### src/rtl/cpu16_bus_pkg.sv
// Shared CPU16 bus types: arbiter FSM states, grant owner codes
// and the default RAM read-latency setting.
package cpu16_bus_pkg;

  typedef enum logic [1:0] {
    IDLE,
    ACCESS,
    WAIT,
    DONE
  } arb_state_t;

  localparam logic OWNER_CPU = 1'b0;
  localparam logic OWNER_DMA = 1'b1;

  localparam int DEFAULT_RAM_WAIT = 1;

endpackage

### src/rtl/cpu16_mem_arbiter.sv
// Single-port RAM arbiter between the CPU16 core and a DMA/video
// fetcher: fixed DMA priority with a bounded CPU stall count.
module cpu16_mem_arbiter
  import cpu16_bus_pkg::*;
#(
  parameter int ADDR_W    = 16,
  parameter int DATA_W    = 16,
  parameter int RAM_WAIT  = DEFAULT_RAM_WAIT,
  parameter int MAX_STALL = 3
) (
  input  logic              clk,
  input  logic              reset,
  input  logic              cpu_req,
  input  logic              cpu_we,
  input  logic [ADDR_W-1:0] cpu_addr,
  input  logic [DATA_W-1:0] cpu_wdata,
  output logic [DATA_W-1:0] cpu_rdata,
  output logic              cpu_ack,
  input  logic              dma_req,
  input  logic              dma_we,
  input  logic [ADDR_W-1:0] dma_addr,
  input  logic [DATA_W-1:0] dma_wdata,
  output logic [DATA_W-1:0] dma_rdata,
  output logic              dma_ack,
  output logic [ADDR_W-1:0] ram_addr,
  output logic [DATA_W-1:0] ram_wdata,
  output logic              ram_we,
  input  logic [DATA_W-1:0] ram_rdata,
  output logic              owner
);

  localparam logic [2:0] WAIT_LAST = 3'(RAM_WAIT - 1);
  localparam logic [3:0] STALL_MAX = 4'(MAX_STALL);

  arb_state_t        state_q, state_d;
  logic [2:0]        wait_cnt_q, wait_cnt_d;
  logic [3:0]        stall_cnt_q, stall_cnt_d;
  logic              owner_q, owner_d;
  logic              is_wr_q, is_wr_d;
  logic [ADDR_W-1:0] ram_addr_q, ram_addr_d;
  logic [DATA_W-1:0] ram_wdata_q, ram_wdata_d;
  logic              ram_we_q, ram_we_d;
  logic [DATA_W-1:0] cpu_rdata_q, cpu_rdata_d;
  logic [DATA_W-1:0] dma_rdata_q, dma_rdata_d;
  logic              cpu_ack_q, cpu_ack_d;
  logic              dma_ack_q, dma_ack_d;
  logic              dma_win, cpu_win, go_done;

  always_comb begin
    dma_win = dma_req && !(cpu_req && stall_cnt_q == STALL_MAX);
    cpu_win = cpu_req && !dma_win;
  end

  always_comb begin
    state_d     = state_q;
    wait_cnt_d  = wait_cnt_q;
    stall_cnt_d = stall_cnt_q;
    owner_d     = owner_q;
    is_wr_d     = is_wr_q;
    ram_addr_d  = ram_addr_q;
    ram_wdata_d = ram_wdata_q;
    ram_we_d    = ram_we_q;
    cpu_rdata_d = cpu_rdata_q;
    dma_rdata_d = dma_rdata_q;
    cpu_ack_d   = 1'b0;
    dma_ack_d   = 1'b0;
    go_done     = 1'b0;
    unique case (state_q)
      IDLE: begin
        ram_we_d = 1'b0;
        if (!cpu_req || cpu_win) begin
          stall_cnt_d = '0;
        end else if (stall_cnt_q < STALL_MAX) begin
          stall_cnt_d = stall_cnt_q + 4'd1;
        end
        if (dma_win || cpu_win) begin
          owner_d     = dma_win ? OWNER_DMA : OWNER_CPU;
          is_wr_d     = dma_win ? dma_we : cpu_we;
          ram_addr_d  = dma_win ? dma_addr : cpu_addr;
          ram_wdata_d = dma_win ? dma_wdata : cpu_wdata;
          ram_we_d    = dma_win ? dma_we : cpu_we;
          state_d     = ACCESS;
        end
      end
      ACCESS: begin
        ram_we_d   = 1'b0;
        wait_cnt_d = '0;
        if (RAM_WAIT == 0) begin
          go_done = 1'b1;
        end else begin
          state_d = WAIT;
        end
      end
      WAIT: begin
        if (wait_cnt_q == WAIT_LAST) begin
          go_done = 1'b1;
        end else begin
          wait_cnt_d = wait_cnt_q + 3'd1;
        end
      end
      DONE: begin
        state_d = IDLE;
      end
      default: begin
        state_d = IDLE;
      end
    endcase
    // Capture on entry to DONE so rdata is valid alongside ack
    if (go_done) begin
      state_d = DONE;
      if (owner_q == OWNER_DMA) begin
        dma_ack_d = 1'b1;
        if (!is_wr_q) dma_rdata_d = ram_rdata;
      end else begin
        cpu_ack_d = 1'b1;
        if (!is_wr_q) cpu_rdata_d = ram_rdata;
      end
    end
  end

  always_ff @(posedge clk or negedge reset) begin
    if (!reset) begin
      state_q     <= IDLE;
      wait_cnt_q  <= '0;
      stall_cnt_q <= '0;
      owner_q     <= OWNER_CPU;
      is_wr_q     <= 1'b0;
      ram_addr_q  <= '0;
      ram_wdata_q <= '0;
      ram_we_q    <= 1'b0;
      cpu_rdata_q <= '0;
      dma_rdata_q <= '0;
      cpu_ack_q   <= 1'b0;
      dma_ack_q   <= 1'b0;
    end else begin
      state_q     <= state_d;
      wait_cnt_q  <= wait_cnt_d;
      stall_cnt_q <= stall_cnt_d;
      owner_q     <= owner_d;
      is_wr_q     <= is_wr_d;
      ram_addr_q  <= ram_addr_d;
      ram_wdata_q <= ram_wdata_d;
      ram_we_q    <= ram_we_d;
      cpu_rdata_q <= cpu_rdata_d;
      dma_rdata_q <= dma_rdata_d;
      cpu_ack_q   <= cpu_ack_d;
      dma_ack_q   <= dma_ack_d;
    end
  end

  assign cpu_rdata = cpu_rdata_q;
  assign cpu_ack   = cpu_ack_q;
  assign dma_rdata = dma_rdata_q;
  assign dma_ack   = dma_ack_q;
  assign ram_addr  = ram_addr_q;
  assign ram_wdata = ram_wdata_q;
  assign ram_we    = ram_we_q;
  assign owner     = owner_q;

  // Requester must hold req while its transfer is in flight
  a_cpu_hold: assert property (@(posedge clk) disable iff (!reset)
    ((state_q == ACCESS || state_q == WAIT) && owner_q == OWNER_CPU)
    |-> cpu_req);
  a_dma_hold: assert property (@(posedge clk) disable iff (!reset)
    ((state_q == ACCESS || state_q == WAIT) && owner_q == OWNER_DMA)
    |-> dma_req);

endmodule

### config.mk
export PLATFORM = sky130hd
export DESIGN_NAME = cpu16_mem_arbiter
export DESIGN_NICKNAME = d
export VERILOG_FILES = /design/src/rtl/cpu16_bus_pkg.sv /design/src/rtl/cpu16_mem_arbiter.sv
export SDC_FILE = /design/constraint.sdc
export NUM_CORES = 1
export LEC_CHECK = 0
export BUFFER_PORTS_ARGS = -buffer_cell sky130_fd_sc_hd__buf_2
export CAP_MARGIN = 20
export CORE_MARGIN = 2
export CORE_UTILIZATION = 50
export CTS_BUF_LIST = sky130_fd_sc_hd__clkbuf_8
export CTS_CLUSTER_SIZE = 24
export DETAILED_ROUTE_END_ITERATION = 7
export GPL_TIMING_DRIVEN = 0
export PLACE_DENSITY = 0.83
export RECOVER_POWER = 100
export SLEW_MARGIN = 20
export SYNTH_ARGS = -nofsm -noshare
export SYNTH_HDL_FRONTEND = slang
export SYNTH_SLANG_ARGS = --single-unit
### constraint.sdc
create_clock -name clk -period 2.1 [get_ports clk]
set_input_delay 0 -clock clk [delete_from_list [all_inputs] [get_ports clk]]
set_output_delay 0 -clock clk [all_outputs]
set_load 0.005 [all_outputs]
==> qor.yml <==
synth_top_area_cell: "dfrtp_1"
seqCellArea_mm2: 0.001952
crit_family: "simple AND/OR/NAND/NOR gates"
die_w_um: 89.83
syn_area_mm2: 0.003684
synth_top_cells_by_area: "dfrtp_1 53%, o211ai_1 7.1%, mux2_2 7.0%"
drt_iter0_markers: 317
syn_avg_cell_area_um2: 11.30
powerDensity_mw_per_mm2: 1253
fin_hold_ws_ns: 0.01281
cts-root-buf: "clkbuf_8"
first_pass_iters: 6
power.switching_w: 0.002701
cts_tree: "built"
swShare_pct: 39.05
vias_per_cell: 6.035
die_area_mm2: 0.008069
setup_tns_ns: 0
fin_skew_ns: 0.01029
holdCritStartpoint: "dma_we"
synthFlopType: "dfrtp_1"
status: "complete, no violations"
ir_worst_vdd_uv: 575.8
power_leakage_nw: 2.420
cp_cell_sequence: "inv_1, ha_1, nand4bb_4, nor3_4, buf_6, mux2_2"
fillers: 472
hold_path_end: "is_wr_q"
crit_type: "reg -> reg"
portBuffers: 153
cts_resized: 0
vias: 4086
grt_max_degree: 43
rsz0062_at_grt: "false"
min_path_type: "in -> reg"
relSlewSlack_pct: 29.60
clock_path_buffers: 2
dp_hpwl_um: 7201
p_comb_share_pct: 44.1
fin_crit_sh_pct: 93.24
fin_nets: 662
critPathBufInv: 2
clkTransAtPathRegs_ns: 0.09
finalInstanceArea_mm2: 0.005518
cp.arrival_ns: 2.20
hold_buffers: 82
grt_usage_pct: 32.71
r2r_cells: 6
worst_pin_slew_ns: 1.056
multiInputGateArea_mm2: 0.001521
finalSetupViolations: 0
synthCells: 326
timing.rr.start: "wait_cnt_q[0]"
cp_max_fo: 10
postRouteAntennaNets: 0
cp.required_ns: 2.34
setup.worst_path.start_class: "register"
reg2reg_slack_ns: 0.14
dp.cells: 579
slowest_stage: "dfrtp_1"
clkPwrFrac_pct: 16.8
rows: 31
ys_types: 34
area_growth_pct: 49.80
instances_no_fill: 677
io_pins: 154
period_minus_slack_ns: 1.958
worst_setup_path_end_kind: "register"
coreArea_mm2: 0.007176
routabilityCongestion: 0.8405
yosysWarnings: 0
worstHoldPathCells: 3
ys_ff_latch: 78
post_drt_wl_per_cell_um: 19.29
antenna_found_initial: 0
grt_overflow: 0
intPower_w: 0.004215
grt_pass1_wl_um: 21250
cp.depth: 6
die_height_um: 89.83
clock.fmax_mhz: 510.7
synth-edff-count: 0
grt_pass1_vias: 4131
synth_top_area_share_pct: 52.99
syn-num-nets: 415
clock_latency_ns: 0.35
wirelength_um: 13060
hold_viol: 0
yosysSeqAreaShare_pct: 52.99
reg2reg_to: "cpu_rdata[8]"
maxSlewViolCount: 0
async_flop_share_pct: 100.0
fin_util_pct: 76.90
antenna_cells: 0
seqPwrFrac_pct: 39.2
place_area_mm2: 0.004596
drive_gt1_share_pct: 31.14
cap_violations: 0
cts_sinks: 78
drc_errors: 0
start_util_pct: 51.33
numCtsBuffers: 9
post_cts_buffers: 0
slowest_delay_ns: 0.43
cts_htree_levels: 3
Yosys cell counts, types with 3 or more instances:
master,instances
dfrtp_1,78
nand3_1,35
o211ai_1,35
o21ai_0,35
nand4_1,33
mux2_2,23
clkbuf_1,18
buf_2,12
mux2_4,10
nand2_1,6
a31oi_1,4
buf_6,3
ha_1,3
inv_1,3
nor2_1,3
or2_2,3
tightest hold or removal path: stages:
cell,delay [ns]
buf_2,0.10
nand4_1,0.12
o211ai_1,0.10
sequential cells by signal, summed over array words and instances, names as in the netlist:
name         flops
cpu_rdata       16
dma_rdata       16
ram_addr        16
ram_wdata       16
stall_cnt_q      4
wait_cnt_q       3
state_q          2
cpu_ack          1
dma_ack          1
is_wr_q          1
owner            1
ram_we           1
how the worst max path moves through the flow:
stage / from / end / slack, ns
finish: wait_cnt_q[0] / cpu_rdata[8] / 0.14
global route: reset / ram_wdata[6] / 0.009
CTS: wait_cnt_q[0] / cpu_rdata[11] / 0.09
detailed placement: wait_cnt_q[0] / cpu_rdata[11] / 0.11
global placement: wait_cnt_q[0] / cpu_rdata[15] / 0.19
floorplan: wait_cnt_q[0] / cpu_rdata[10] / 0.38
layout by cell type, fill, tap and decap left out, drive strengths merged, types with 2 or more instances in the layout:
cell | netlist | layout
inv | 3 | 7
nand4 | 33 | 33
buf | 16 | 126
o211ai | 35 | 35
nand3 | 35 | 35
nand3b | 3 | 3
clkbuf | 18 | 71
a21oi | 2 | 2
or2 | 3 | 3
nand2 | 6 | 6
nand4bb | 2 | 2
o2bb2ai | 2 | 2
ha | 3 | 3
dfrtp | 78 | 78
mux2 | 33 | 33
o21ai | 35 | 35
and2 | 2 | 2
a31oi | 4 | 4
clkinv | 0 | 2
nor2 | 3 | 3
dlygate4sd3 | 0 | 82
through the flow:
stage	total power (W)	worst slack [ns]
final	0.006915	0.1419
after CTS	0.006908	0.09357
after floorplan	0.004387	0.3777
after global routing	0.007297	0.009457
after detailed placement	0.005631	0.1073
after global placement	0.005483	0.1900
cells by family (layout without fill, tap and decap cells):
family | after synthesis | in the layout | share of synthesized area (%)
xor gates and xnor gates | 1 | 1 | 0.2378
muxes | 33 | 33 | 11.11
buffers and inverters | 37 | 289 | 4.891
AOI/OAI and AO/OA | 82 | 82 | 14.16
DFF | 78 | 78 | 52.99
and+or+nand+nor | 92 | 92 | 15.59
adders and majority gates | 3 | 3 | 1.019
cell type report:
type	count	area share (%)
buffer	34	2.903
clock buffer	9	2.245
clock inverter	7	1.429
inverter	3	0.2041
multi-input combinational	211	27.57
sequential	78	35.37
tap	99	2.245
timing repair buffer	236	28.03
metal layers:
layer  global-route usage (%)  vias up  share of wire [%]
met5                        0        -                  0
met4                    15.13        0                4.0
met3                    8.969       70                 12
met2                    52.97      363                 46
met1                    41.12     1917                 38
li1                         -     1736                  -
power groups by stage:
stage          clock network (W)  registers (W)  logic [W]
2_1_floorplan                  0        0.00268    0.00171
5_1_grt                  0.00124        0.00278    0.00327
3_5_place_dp                   0        0.00266    0.00297
6_report                 0.00116        0.00271    0.00305
4_1_cts                  0.00118        0.00265    0.00308
3_3_place_gp                   0        0.00263    0.00286
No activity file was read; power rests on OpenSTA's default activity.
